### config.mk
export PLATFORM = sky130hd
export DESIGN_NAME = fl_ticket_binder_nfifo2fifo
export DESIGN_NICKNAME = d
export VERILOG_FILES = /design/src/rtl/fl_binder_pkg.sv /design/src/rtl/fl_binder_ticket_fifo.sv /design/src/rtl/fl_ticket_binder_nfifo2fifo.sv
export SDC_FILE = /design/constraint.sdc
export NUM_CORES = 1
export LEC_CHECK = 0
export CAP_MARGIN = 10
export CELL_PAD_IN_SITES_DETAIL_PLACEMENT = 1
export CELL_PAD_IN_SITES_GLOBAL_PLACEMENT = 1
export CORE_MARGIN = 5
export CORE_UTILIZATION = 34
export CTS_CLUSTER_DIAMETER = 30
export DETAILED_ROUTE_END_ITERATION = 6
export PLACE_DENSITY_LB_ADDON = 0.1
export SYNTH_ARGS = -nofsm -noshare
export SYNTH_HDL_FRONTEND = slang
export SYNTH_SLANG_ARGS = --single-unit
### constraint.sdc
create_clock -name CLK -period 11.8 [get_ports CLK]
set_clock_uncertainty 0.2 [all_clocks]
set_input_delay 2.36 -clock CLK [delete_from_list [all_inputs] [get_ports CLK]]
set_output_delay 2.36 -clock CLK [all_outputs]
set_load 0.02 [all_outputs]
### src/rtl/fl_binder_pkg.sv
// rtl/fl_binder_pkg.sv - shared types and helpers for the FrameLink ticket binder
package fl_binder_pkg;

  typedef enum logic {
    IDLE     = 1'b0,
    TRANSFER = 1'b1
  } state_e;

  // Ceiling log2; clog2(1) = 0. Usable in parameter expressions.
  function automatic int clog2(input int value);
    int result;
    result = 0;
    while ((1 << result) < value) begin
      result++;
    end
    return result;
  endfunction

  // Source-index width for the default four-input configuration.
  localparam int SEL_WIDTH = clog2(4);

endpackage

### src/rtl/fl_binder_ticket_fifo.sv
// rtl/fl_binder_ticket_fifo.sv - synchronous ticket FIFO with a registered head word
module fl_binder_ticket_fifo
  import fl_binder_pkg::*;
#(
  parameter int WIDTH = SEL_WIDTH + 16,
  parameter int DEPTH = 8
) (
  input  logic             clk,
  input  logic             reset,
  input  logic             wr_en,
  input  logic [WIDTH-1:0] wr_data,
  input  logic             rd_en,
  output logic [WIDTH-1:0] rd_data,
  output logic             full,
  output logic             empty
);

  localparam int PTR_W = clog2(DEPTH);
  localparam int CNT_W = clog2(DEPTH + 1);

  logic [WIDTH-1:0] mem_q [DEPTH];
  logic [WIDTH-1:0] mem_d [DEPTH];
  logic [PTR_W-1:0] wr_ptr_q, wr_ptr_d;
  logic [PTR_W-1:0] rd_ptr_q, rd_ptr_d;
  logic [CNT_W-1:0] count_q, count_d;
  logic [WIDTH-1:0] head_q, head_d;
  logic             vld_q, vld_d;
  logic             push, pop;

  // Pointers wrap explicitly so DEPTH need not be a power of two.
  function automatic logic [PTR_W-1:0] next_ptr(input logic [PTR_W-1:0] p);
    return (p == PTR_W'(DEPTH - 1)) ? '0 : p + 1'b1;
  endfunction

  // Next-state: head is precomputed from the post-write memory so it is valid the cycle after a push.
  always_comb begin
    push     = wr_en && (count_q != CNT_W'(DEPTH));
    pop      = rd_en && vld_q;
    mem_d    = mem_q;
    if (push) begin
      mem_d[wr_ptr_q] = wr_data;
    end
    wr_ptr_d = push ? next_ptr(wr_ptr_q) : wr_ptr_q;
    rd_ptr_d = pop ? next_ptr(rd_ptr_q) : rd_ptr_q;
    count_d  = count_q + CNT_W'(push) - CNT_W'(pop);
    head_d   = mem_d[rd_ptr_d];
    vld_d    = (count_d != '0);
  end

  // Storage array carries no reset; only control state does.
  always_ff @(posedge clk) begin
    mem_q <= mem_d;
  end

  // Control state and registered head.
  always_ff @(posedge clk) begin
    if (reset) begin
      wr_ptr_q <= '0;
      rd_ptr_q <= '0;
      count_q  <= '0;
      head_q   <= '0;
      vld_q    <= 1'b0;
    end else begin
      wr_ptr_q <= wr_ptr_d;
      rd_ptr_q <= rd_ptr_d;
      count_q  <= count_d;
      head_q   <= head_d;
      vld_q    <= vld_d;
    end
  end

  assign rd_data = head_q;
  assign full    = (count_q == CNT_W'(DEPTH));
  assign empty   = !vld_q;

endmodule

### src/rtl/fl_ticket_binder_nfifo2fifo.sv
// rtl/fl_ticket_binder_nfifo2fifo.sv - round-robin FrameLink merger with source-tagged ticket FIFO
module fl_ticket_binder_nfifo2fifo
  import fl_binder_pkg::*;
#(
  parameter int DATA_WIDTH        = 64,
  parameter int DREM_WIDTH        = clog2(DATA_WIDTH / 8),
  parameter int OUTPUT_COUNT      = 4,
  parameter int TICKET_WIDTH      = 16,
  parameter int TICKET_FIFO_ITEMS = 8
) (
  input  logic                                         CLK,
  input  logic                                         RESET,
  input  logic [OUTPUT_COUNT*DATA_WIDTH-1:0]           RX_DATA,
  input  logic [OUTPUT_COUNT*DREM_WIDTH-1:0]           RX_REM,
  input  logic [OUTPUT_COUNT-1:0]                      RX_SOF_N,
  input  logic [OUTPUT_COUNT-1:0]                      RX_EOF_N,
  input  logic [OUTPUT_COUNT-1:0]                      RX_SOP_N,
  input  logic [OUTPUT_COUNT-1:0]                      RX_EOP_N,
  input  logic [OUTPUT_COUNT-1:0]                      RX_SRC_RDY_N,
  output logic [OUTPUT_COUNT-1:0]                      RX_DST_RDY_N,
  input  logic [OUTPUT_COUNT*TICKET_WIDTH-1:0]         CTRL_DATA_IN,
  input  logic [OUTPUT_COUNT-1:0]                      CTRL_DATA_IN_VLD,
  output logic [OUTPUT_COUNT-1:0]                      CTRL_DATA_IN_RQ,
  output logic [DATA_WIDTH-1:0]                        TX_DATA,
  output logic [DREM_WIDTH-1:0]                        TX_REM,
  output logic                                         TX_SOF_N,
  output logic                                         TX_EOF_N,
  output logic                                         TX_SOP_N,
  output logic                                         TX_EOP_N,
  output logic                                         TX_SRC_RDY_N,
  input  logic                                         TX_DST_RDY_N,
  output logic [clog2(OUTPUT_COUNT)+TICKET_WIDTH-1:0]  CTRL_DATA_OUT,
  output logic                                         CTRL_DATA_OUT_VLD,
  input  logic                                         CTRL_DATA_OUT_RQ
);

  localparam int SEL_W  = clog2(OUTPUT_COUNT);
  localparam int FIFO_W = SEL_W + TICKET_WIDTH;

  state_e                  state_q, state_d;
  logic [SEL_W-1:0]        sel_q, sel_d;
  logic [SEL_W-1:0]        last_q, last_d;
  logic [OUTPUT_COUNT-1:0] cand;
  logic [SEL_W-1:0]        cand_idx;
  logic                    grant_hit;
  logic [SEL_W-1:0]        grant_idx;
  logic                    in_transfer;
  logic                    word_xfer, sof_xfer, eof_xfer;
  logic                    fifo_full, fifo_empty;
  logic [FIFO_W-1:0]       fifo_wr_data;

  // An input may start a frame only with SOF, a valid ticket and room for that ticket.
  always_comb begin
    cand = '0;
    for (int i = 0; i < OUTPUT_COUNT; i++) begin
      cand[i] = !RX_SRC_RDY_N[i] && !RX_SOF_N[i] && CTRL_DATA_IN_VLD[i] && !fifo_full;
    end
  end

  // Round-robin search starting one past the last winner; the index wraps by truncation.
  always_comb begin
    grant_hit = 1'b0;
    grant_idx = last_q;
    cand_idx  = '0;
    for (int k = 1; k <= OUTPUT_COUNT; k++) begin
      cand_idx = last_q + SEL_W'(k);
      if (!grant_hit && cand[cand_idx]) begin
        grant_hit = 1'b1;
        grant_idx = cand_idx;
      end
    end
  end

  // Zero-latency output mux and handshake steering for the selected input.
  always_comb begin
    in_transfer  = (state_q == TRANSFER);
    TX_DATA      = RX_DATA[int'(sel_q)*DATA_WIDTH +: DATA_WIDTH];
    TX_REM       = RX_REM[int'(sel_q)*DREM_WIDTH +: DREM_WIDTH];
    TX_SOF_N     = 1'b1;
    TX_EOF_N     = 1'b1;
    TX_SOP_N     = 1'b1;
    TX_EOP_N     = 1'b1;
    TX_SRC_RDY_N = 1'b1;
    RX_DST_RDY_N = '1;
    if (in_transfer) begin
      TX_SOF_N            = RX_SOF_N[sel_q];
      TX_EOF_N            = RX_EOF_N[sel_q];
      TX_SOP_N            = RX_SOP_N[sel_q];
      TX_EOP_N            = RX_EOP_N[sel_q];
      TX_SRC_RDY_N        = RX_SRC_RDY_N[sel_q];
      RX_DST_RDY_N[sel_q] = TX_DST_RDY_N;
    end
    word_xfer       = in_transfer && !RX_SRC_RDY_N[sel_q] && !TX_DST_RDY_N;
    sof_xfer        = word_xfer && !RX_SOF_N[sel_q];
    eof_xfer        = word_xfer && !RX_EOF_N[sel_q];
    CTRL_DATA_IN_RQ = '0;
    if (sof_xfer) begin
      CTRL_DATA_IN_RQ[sel_q] = 1'b1;
    end
    fifo_wr_data = {sel_q, CTRL_DATA_IN[int'(sel_q)*TICKET_WIDTH +: TICKET_WIDTH]};
  end

  // FSM next state: grant from IDLE, return to IDLE on the EOF word.
  always_comb begin
    state_d = state_q;
    sel_d   = sel_q;
    last_d  = last_q;
    case (state_q)
      IDLE: begin
        if (grant_hit) begin
          state_d = TRANSFER;
          sel_d   = grant_idx;
          last_d  = grant_idx;
        end
      end
      TRANSFER: begin
        if (eof_xfer) begin
          state_d = IDLE;
        end
      end
      default: state_d = IDLE;
    endcase
  end

  // FSM state; last resets to the top index so input 0 wins first.
  always_ff @(posedge CLK) begin
    if (RESET) begin
      state_q <= IDLE;
      sel_q   <= '0;
      last_q  <= SEL_W'(OUTPUT_COUNT - 1);
    end else begin
      state_q <= state_d;
      sel_q   <= sel_d;
      last_q  <= last_d;
    end
  end

  fl_binder_ticket_fifo #(
    .WIDTH (FIFO_W),
    .DEPTH (TICKET_FIFO_ITEMS)
  ) u_ticket_fifo (
    .clk     (CLK),
    .reset   (RESET),
    .wr_en   (sof_xfer),
    .wr_data (fifo_wr_data),
    .rd_en   (CTRL_DATA_OUT_RQ),
    .rd_data (CTRL_DATA_OUT),
    .full    (fifo_full),
    .empty   (fifo_empty)
  );

  assign CTRL_DATA_OUT_VLD = !fifo_empty;

endmodule
# ---- Word-level counts from Yosys, hierarchy flattened
# Index checks and enable logic that the tools add are counted.
dict set report word_totals {
  wordCells 134
  input_bits 360
  ff_bits 178
}
dict set report classes {
  n_bitwise 5
  n_shift 3
  n_mux 48
  magnitude_cmp 9
  mul 1
  n_reduce_logical 41
  n_eq_ne 4
  addsub 7
}
# op count
set ops {}
lappend ops {{indexed part select 256 x 9 -> 64 bit} 1}
lappend ops {{bitwise mux 144 bit} 1}
lappend ops {{2-to-1 mux 144 bit} 1}
lappend ops {{indexed part select 64 x 7 -> 16 bit} 1}
lappend ops {{binary-select mux 18 bit (select 3 bit)} 1}
lappend ops {{demux 18 bit (select 3 bit)} 1}
lappend ops {{2-to-1 mux 18 bit} 3}
lappend ops {{logical AND 1 bit} 23}
lappend ops {{2-to-1 mux 1 bit} 21}
lappend ops {{binary-select mux 1 bit (select 2 bit)} 9}
lappend ops {{logical NOT 1 bit} 16}
lappend ops {{< comparator 2 x 3 -> 1 bit, second input constant} 5}
lappend ops {{indexed part select 12 x 5 -> 3 bit} 1}
lappend ops {{2-to-1 mux 3 bit} 3}
lappend ops {{>= comparator 4 bit, second input constant} 2}
lappend ops {{2-to-1 mux 2 bit} 4}
lappend ops {{2-to-1 mux 4 bit} 2}
lappend ops {{inverter 3 -> 4 bit} 2}
lappend ops {{adder 3 x 1 -> 3 bit, second input constant} 2}
lappend ops {{equality test 3 bit, second input constant} 2}
lappend ops {{adder 2 bit, second input constant} 2}
lappend ops {{adder 4 x 1 -> 4 bit} 1}
lappend ops {{equality test 4 bit, second input constant} 1}
lappend ops {{< comparator 4 x 1 -> 1 bit, second input constant} 1}
lappend ops {{12 further kinds} 12}

# ---- Logic depth before layout (Yosys ltp)
# Gate-level depths: netlist of run 1.
dict set report logic_depth {
  word_depth 18
  depth_mapped 14
  mapped_depth_nobuf 10
}

# ---- Cells and area by module
# From an unflattened synthesis of run 1, not the netlist that was laid out.
dict set report unflattened {
  cells_unflattened 1073
  area_unflattened_um2 11280.8
}
# module area_per_inst_um2 cells_each instances seq_area_each_um2
set modules_own_cells {}
lappend modules_own_cells {fl_binder_ticket_fifo 8695.8 896 1 3463.3}
lappend modules_own_cells {fl_ticket_binder_nfifo2fifo 2585.0 177 1 100.1}

# ---- Worst setup path before layout of run 1
# OpenSTA, ideal clock, no wires.
dict set report synth_timing {
  kind {input to output}
  from {input RX_SRC_RDY_N[0]}
  to {output CTRL_DATA_IN_RQ[2]}
  t_required_ns 9.240
  arrival_ns 3.994
  slack_ns 5.246
  path_stages 6
  path_cell_list {mux2_4 o22ai_4 buf_6 clkbuf_1 nand2_1 nor3b_1}
}
dict set report synth_via {
  elab_chain_cells 7
}
# item line
set synth_lines {}
lappend synth_lines {{start, declared} fl_ticket_binder_nfifo2fifo.sv:19} ;# input logic [OUTPUT_COUNT-1:0] RX_SRC_RDY_N,
lappend synth_lines {{binary-select mux 1 bit (select 2 bit)} fl_ticket_binder_nfifo2fifo.sv:93} ;# word_xfer = in_transfer && !RX_SRC_RDY_N[sel_q] && !TX_DST_RDY_N;
lappend synth_lines {{2-to-1 mux 1 bit (not written as such)} fl_ticket_binder_nfifo2fifo.sv:93}
lappend synth_lines {{logical NOT 1 bit} fl_ticket_binder_nfifo2fifo.sv:93}
lappend synth_lines {{logical AND 1 bit (2 in series)} fl_ticket_binder_nfifo2fifo.sv:93}
lappend synth_lines {{logical AND 1 bit} fl_ticket_binder_nfifo2fifo.sv:94} ;# sof_xfer = word_xfer && !RX_SOF_N[sel_q];
lappend synth_lines {{2-to-1 mux 4 bit} fl_ticket_binder_nfifo2fifo.sv:97} ;# if (sof_xfer) begin
lappend synth_lines {{end, declared} fl_ticket_binder_nfifo2fifo.sv:23} ;# output logic [OUTPUT_COUNT-1:0] CTRL_DATA_IN_RQ,
# Every way passes these cells. The select of a mux whose other input is x is not followed.

# ---- Worst setup path in the final report of run 1
dict set report layout_timing {
  from {input RX_SRC_RDY_N[3]}
  to {output CTRL_DATA_IN_RQ[2]}
}
# The elaborated chain is that of the path after synthesis.

==> summary.md, run 1 <==
| Metric | Value |
|---|---|
| Initial antenna violation count | `15` |
| Number of max-cap violations | `0` |
| Reg2reg start | `sel_q[1]` |
| Final RePlAce weighted congestion | `1.13` |
| Hold Slack | `255 ps` |
| CTS tree | `built` |
| Netlist cell types | `85` |
| YS warnings | `0` |
| Power Internal | `1.43 mW` |
| Area grow syn2layout | `55.0%` |
| Critical Path AT | `4870 ps` |
| Initial Utilization | `0.344` |
| Critical Path Sink | `CTRL_DATA_IN_RQ[2]` |
| Psw | `0.848 mW` |
| Drt wl/cell | `32.2 µm` |
| Vias in the first global route | `10138` |
| Flop pwr share | `0.313` |
| Crit path launch | `RX_SRC_RDY_N[3]` |
| Fin Setup TNS | `0 ps` |
| Clk pin slew, worst setup/hold paths | `70 ps` |
| Worst reg2reg setup slack | `around 7700 ps` |
| Util after Layout | `0.533` |
| FMAX | `135 MHz` |
| R2R depth | `10` |
| Share of the synthesized area in the top cell type | `0.361` |
| Total global-route track usage | `0.329` |
| Synth area leaders | `dfxtp_1 36%, mux4_2 20%, mux2_2 8.6%, nand2_1 4.4%, o21ai_0 3.2%` |
| # resized after CTS | `0` |
| Clk pwr share | `0.254` |
| Pleak | `about 5.6 nW` |
| I/O pin total | `459` |
| Yosys reg bits | `178` |
| Register area share after synthesis | `0.361` |
| Core Region | `0.0287 mm²` |
| Post-synthesis cell area | `0.00986 mm²` |
| Number of vias after detailed routing | `9869` |
| Vias per inst | `5.70` |
| Total congestion overflow | `0` |
| Die area | `0.0325 mm²` |
| Critical path startpoint category | `input port` |
| Share of layout cells above drive strength 1 | `0.178` |
| CP Max Fanout | `32` |
| Net Count, Synth | `1274` |
| Final setup viols | `0` |
| Pins over their slew limit | `0` |
| Worst slew pin tran | `978 ps` |
| Outcome | `finished clean` |
| Clock latency on the worst-skew pair | `430 ps` |
| Clock sink total | `between 150 and 200` |
| Sw Share | `0.373` |
| ANT nets after route | `0` |
| Req. time, crit path | `9240 ps` |
| First-pass GRT wire length | `76.6 mm` |
| Starting DRT DRC Count | `726` |
| CP Class | `input port to output port` |
| Combinational share of power | `0.433` |
| CTS Buf Count | `17` |
| Min Tclk post-route | `7430 ps` |
| Number of flops mapped to enable cells by yosys | `0` |
| DRT Pass-1 Iters | `5` |
| Maximum vdd drop | `0.0000921 V` |
| Largest area contributor in the netlist | `dfxtp_1` |
| Async S/R FF share, synth | `0` |
| PortBufs | `458` |
| Cell row count | `62` |
| Root buffer cell | `clkbuf_16` |
| Reg2reg end | `u_ticket_fifo.vld_q` |
| # DRC | `0` |
| Post-synthesis area per instance | `10.9 µm²` |
| Final nets | `1694` |
| DRT Wirelength | `55.7 mm` |
| Hold Vio Cnt, Final | `0` |
| Hold Crit Class | `register to register` |
| Crit. End Element | `output port` |
| Post-CTS setup buffer count | `0` |
| Largest net degree at the start of global routing | `65` |
| Power per cell area | `149 mW/mm²` |
| Rel. slew slack | `0.348` |
| Fin crit share | `0.630` |
| RSZ-0062 raised after global routing | `no` |
| Cells after Synth | `904` |
| Die X | `180 µm` |
| H-tree depth | `4` |
| Hold buffers post-CTS | `0` |
| Ys flop type | `dfxtp_1` |
| Maximum root-to-sink buffer count | `2` |
| Final HPWL DP | `between 40 and 50 mm` |
| Die height | `180 µm` |
how the worst min path moves through the flow:
stage	start	to	slack, ps	cells after the start
after floorplan	u_ticket_fifo.mem_q[71]	u_ticket_fifo.mem_q[71]	220	2
after global placement	u_ticket_fifo.mem_q[79]	u_ticket_fifo.mem_q[79]	230	2
after detailed placement	u_ticket_fifo.mem_q[83]	u_ticket_fifo.mem_q[83]	240	2
after CTS	u_ticket_fifo.mem_q[83]	u_ticket_fifo.mem_q[83]	250	2
after global routing	u_ticket_fifo.mem_q[69]	u_ticket_fifo.mem_q[69]	280	2
final	u_ticket_fifo.mem_q[83]	u_ticket_fifo.mem_q[83]	260	2
worst max-delay path, cell delays in order:
cell and delay (ps):
clkdlybuf4s50_1 500, mux2_2 340, o22ai_4 100, buf_4 410, nand2_1 260, nor3b_1 250
clkdlybuf4s50_1 640
logic make-up after synthesis:
logic type	Yosys count	share of synthesized area
DFF	178	0.361
adders and majority gates	10	0.0134
buffers and inverters	85	0.0445
muxes	177	0.303
AOI/OAI and AO/OA	185	0.134
xor gates and xnor gates	3	0.00266
and+or+nand+nor	266	0.140
power by group through the flow:
stage / Sequential, mW / Clock [mW] / Combinational, mW
global route: 0.719 / 0.606 / 1.02
detailed placement: 0.725 / 0 / 0.983
finish: 0.712 / 0.576 / 0.985
floorplan: 0.717 / 0 / 0.498
CTS: 0.711 / 0.580 / 0.988
global placement: 0.720 / 0 / 0.974
synth_stat cells, types with 3 or more instances:
library cell and number:
a211oi_1 3, a21oi_1 16, a221o_1 7, a221oi_1 5, a22o_1 18, a22oi_1 10, a2bb2oi_1 5, a32o_1 3
a32oi_1 4, and2_1 6, and3_1 20, buf_1 15, buf_2 17, buf_6 11, clkbuf_1 25, dfxtp_1 178
ha_1 9, inv_1 14, mux2_2 75, mux2_4 9, mux2i_1 6, mux4_2 86, nand2_1 115, nand2b_1 9
nand3_1 25, nand4_1 12, nand4b_1 4, nor2_1 24, nor2b_1 3, nor3_1 9, nor3b_1 4, nor4_1 3
o211a_1 3, o21ai_0 63, o2bb2ai_1 7, o31a_1 6, o31ai_1 3, or3_1 4, or4_1 8
state kept, by name, indices dropped and copies added (netlist names):
signal and flops:
u_ticket_fifo.wr_ptr_q 3, u_ticket_fifo.rd_data 18, u_ticket_fifo.vld_q 1, u_ticket_fifo.rd_ptr_q 3, sel_q 2, u_ticket_fifo.count_q 4, last_q 2, u_ticket_fifo.mem_q 144
in_transfer 1
per-stage QoR:
stage | power (mW) | area (µm²) | worst slack [ps] | instances
floorplan | 1.22 | 9860 | 5250 | 904
global route | 2.35 | 15300 | 4240 | 1726
global placement | 1.69 | 14700 | 4410 | 1689
finish | 2.27 | 15300 | 4370 | 1731
CTS | 2.28 | 15300 | 4370 | 1721
detailed placement | 1.71 | 14700 | 4390 | 1689
metal layers:
metal	GRT usage	wire (µm)	share of wire	up-vias
met1	0.373	20700	0.37	5048
met3	0.0674	3560	0.064	81
li1	-	-	-	4334
met5	0	13	0.00023	-
met4	0.209	3600	0.065	2
met2	0.564	27800	0.50	404
layout by cell type (no fill, tap or decap), types with 6 or more instances in the layout:
| master | synthesis | layout |
|---|---|---|
| nand3_1 | 25 | 25 |
| nand2_1 | 115 | 115 |
| buf_4 | 0 | 12 |
| mux2i_1 | 6 | 6 |
| nand4_1 | 12 | 12 |
| clkbuf_16 | 0 | 17 |
| a221o_1 | 7 | 7 |
| diode_2 | 0 | 10 |
| or4_1 | 8 | 8 |
| a22o_1 | 18 | 18 |
| mux4_2 | 86 | 86 |
| o21ai_0 | 63 | 63 |
| a22oi_1 | 10 | 10 |
| mux2_2 | 75 | 75 |
| nand2b_1 | 9 | 9 |
| nor3_1 | 9 | 9 |
| clkdlybuf4s50_1 | 0 | 458 |
| ha_1 | 9 | 9 |
| and2_1 | 6 | 6 |
| dfxtp_1 | 178 | 176 |
| nor2_1 | 24 | 24 |
| o2bb2ai_1 | 7 | 7 |
| inv_1 | 14 | 14 |
| and3_1 | 20 | 20 |
| mux2_4 | 9 | 9 |
| o31a_1 | 6 | 6 |
| a21oi_1 | 16 | 16 |
area by class of cell:
class                           instances  area, µm²
Antenna cell                           10       25.0
Clock buffer                           17        425
Clock inverter                         15        168
Fill cell                            3120      13400
Inverter                               16       60.1
Multi-Input combinational cell        641       5880
Sequential cell                       178       3570
Tap cell                              384        480
Timing Repair Buffer                  470       4670
(Power assumes the default switching activity.)
==> run 2: changes to the inputs <==
--- a/config.mk
+++ b/config.mk
@@ -9,7 +9,7 @@
 export CELL_PAD_IN_SITES_DETAIL_PLACEMENT = 1
 export CELL_PAD_IN_SITES_GLOBAL_PLACEMENT = 1
 export CORE_MARGIN = 5
-export CORE_UTILIZATION = 34
+export CORE_UTILIZATION = 28
 export CTS_CLUSTER_DIAMETER = 30
 export DETAILED_ROUTE_END_ITERATION = 6
 export PLACE_DENSITY_LB_ADDON = 0.1
==> constraint.sdc (replaced) <==
create_clock -name CLK -period 6.35 [get_ports CLK]
set_clock_uncertainty 0.2 [all_clocks]
set_input_delay 1.27 -clock CLK [delete_from_list [all_inputs] [get_ports CLK]]
set_output_delay 1.27 -clock CLK [all_outputs]
set_load 0.02 [all_outputs]
==> summary.md, run 2 (synthesized netlist as in run 1, its figures left out) <==
| Metric | Value |
|---|---|
| Initial Utilization | `0.285` |
| Area grow syn2layout | `56.0%` |
| DRT Pass-1 Iters | `5` |
| Cell row count | `68` |
| # fillers | `3804` |
| Req. time, crit path | `roughly 4900 ps` |
| First-pass GRT wire length | `around 81 mm` |
| RSZ-0062 raised after global routing | `no` |
| Starting DRT DRC Count | `roughly 790` |
| Dpl cell area | `0.0148 mm²` |
| Largest Register | `u_ticket_fifo.mem_q` |
| # DRC | `0` |
| Total global-route track usage | `0.296` |
| Hold Slack | `255 ps` |
| Die X | `~200 µm` |
| Maximum vdd drop | `0.000174 V` |
| Outcome | `finished clean` |
| Share of layout cells above drive strength 1 | `0.179` |
| Die area | `0.0391 mm²` |
| Pins over their slew limit | `0` |
| Vias per inst | `approximately 5.4` |
| H-tree depth | `4` |
| Root buffer cell | `clkbuf_16` |
| CP Class | `input port to output port` |
| Crit. End Element | `output port` |
| I/O pin total | `459` |
| Initial antenna violation count | `20` |
| Hold buffers post-CTS | `0` |
| PortBufs | `458` |
| Number of vias after detailed routing | `approximately 9800` |
| Final setup viols | `0` |
| Worst slew pin tran | `920 ps` |
| Hold Crit Class | `register to register` |
| # resized after CTS | `0` |
| CTS tree | `built` |
| Clk pin slew, worst setup/hold paths | `70 ps` |
| Number of flip-flops in the largest register | `144` |
| CTS Buf Count | `17` |
| Clock latency on the worst-skew pair | `440 ps` |
| Total congestion overflow | `0` |
| Post-CTS setup buffer count | `0` |
| Drt wl/cell | `33.6 µm` |
| Final RePlAce weighted congestion | `approximately 0.9` |
| Crit path launch | `RX_SOF_N[3]` |
| Number of max-cap violations | `0` |
| Fin crit share | `0.844` |
| Most frequent cells in the layout | `458 x clkdlybuf4s50_1, 176 x dfxtp_1, 115 x nand2_1, 86 x mux4_2, 75 x mux2_2` |
| DRT Wirelength | `between 60 and 70 mm` |
| Hold Vio Cnt, Final | `0` |
| Vias in the first global route | `10008` |
| Pleak | `approximately 5.6 nW` |
| R2R depth | `10` |
| Critical path startpoint category | `input port` |
| CP Max Fanout | `29` |
| Multi-input logic area | `0.00588 mm²` |
| Power per cell area | `277 mW/mm²` |
| Fin Setup TNS | `0 ps` |
| Min Tclk post-route | `roughly 5400 ps` |
| Final HPWL DP | `approximately 50 mm` |
| Worst reg2reg setup slack | `2060 ps` |
| Final nets | `1697` |
| Cell area after layout | `0.0154 mm²` |
| Reg2reg end | `u_ticket_fifo.vld_q` |
| FMAX | `187 MHz` |
| Reg2reg start | `sel_q[1]` |
| Commonest non-fill, non-tap cell in the layout | `clkdlybuf4s50_1` |
| Core Region | `0.0346 mm²` |
| Critical Path AT | `3890 ps` |
| Maximum root-to-sink buffer count | `2` |
| Rel. slew slack | `0.385` |
| Critical Path Sink | `CTRL_DATA_IN_RQ[2]` |
| Clock sink total | `178` |
| ANT nets after route | `0` |
| Largest net degree at the start of global routing | `92` |
| Reg area | `about 0.0036 mm²` |
| Die height | `198 µm` |
==> run 2: cell count changes in the layout (fill, tap and decap cells not counted), sizes merged <==
| cell | previous run | this run |
|---|---|---|
| inv | 24 | 23 |
| buf | 12 | 15 |
| diode | 10 | 2 |
==> run 2: worst max-delay path, stage by stage <==
cell	delay [ps]
clkdlybuf4s50_1	420
mux2i_1	310
a22o_2	600
nand2_1	360
nor3b_1	280
clkdlybuf4s50_1	650
==> run 2: how the worst min path moves through the flow <==
stage,start,endpoint,slack (ps),cells past startpoint
CTS,u_ticket_fifo.mem_q[79],u_ticket_fifo.mem_q[79],250,2
finish,u_ticket_fifo.mem_q[79],u_ticket_fifo.mem_q[79],250,2
floorplan,u_ticket_fifo.mem_q[71],u_ticket_fifo.mem_q[71],220,2
global placement,u_ticket_fifo.mem_q[80],u_ticket_fifo.mem_q[80],230,2
global route,u_ticket_fifo.mem_q[35],u_ticket_fifo.mem_q[35],280,2
detailed placement,u_ticket_fifo.mem_q[79],u_ticket_fifo.mem_q[79],240,2
==> run 2: where the power goes <==
| group | total (mW) | switching (mW) | leakage (nW) | internal (mW) |
|---|---|---|---|---|
| clock network | 1.07 | 0.512 | 0.289 | 0.561 |
| logic | 1.84 | 0.991 | 3.86 | 0.853 |
| registers | 1.34 | 0.103 | 1.45 | 1.24 |
| total | 4.26 | 1.61 | 5.60 | 2.65 |
==> run 2: final cells by class <==
cell class | instances | share of cell area
antenna | 2 | 0.000325
clock buffer | 17 | 0.0277
clock inverter | 14 | 0.0108
inverter | 16 | 0.00390
multi-input combinational | 641 | 0.382
sequential | 178 | 0.232
tap | 455 | 0.0370
timing repair buffer | 473 | 0.306
==> run 2: layer usage <==
layer	GRT usage	vias up	part of all wire
li1	-	4322	-
met2	0.518	377	0.50
met1	0.375	5020	0.41
met5	0	-	0.00076
met4	0.0727	8	0.024
met3	0.0604	60	0.068
==> run 2: per-stage QoR <==
step | setup slack (ps) | utilization | power [mW] | cells
global route | 843 | 0.444 | 4.41 | 1794
finish | 990 | 0.444 | 4.26 | 1796
detailed placement | 1030 | 0.427 | 3.22 | 1763
CTS | 1020 | 0.444 | 4.29 | 1794
global placement | 1070 | 0.427 | 3.20 | 1763
floorplan | 1980 | - | 2.26 | 904
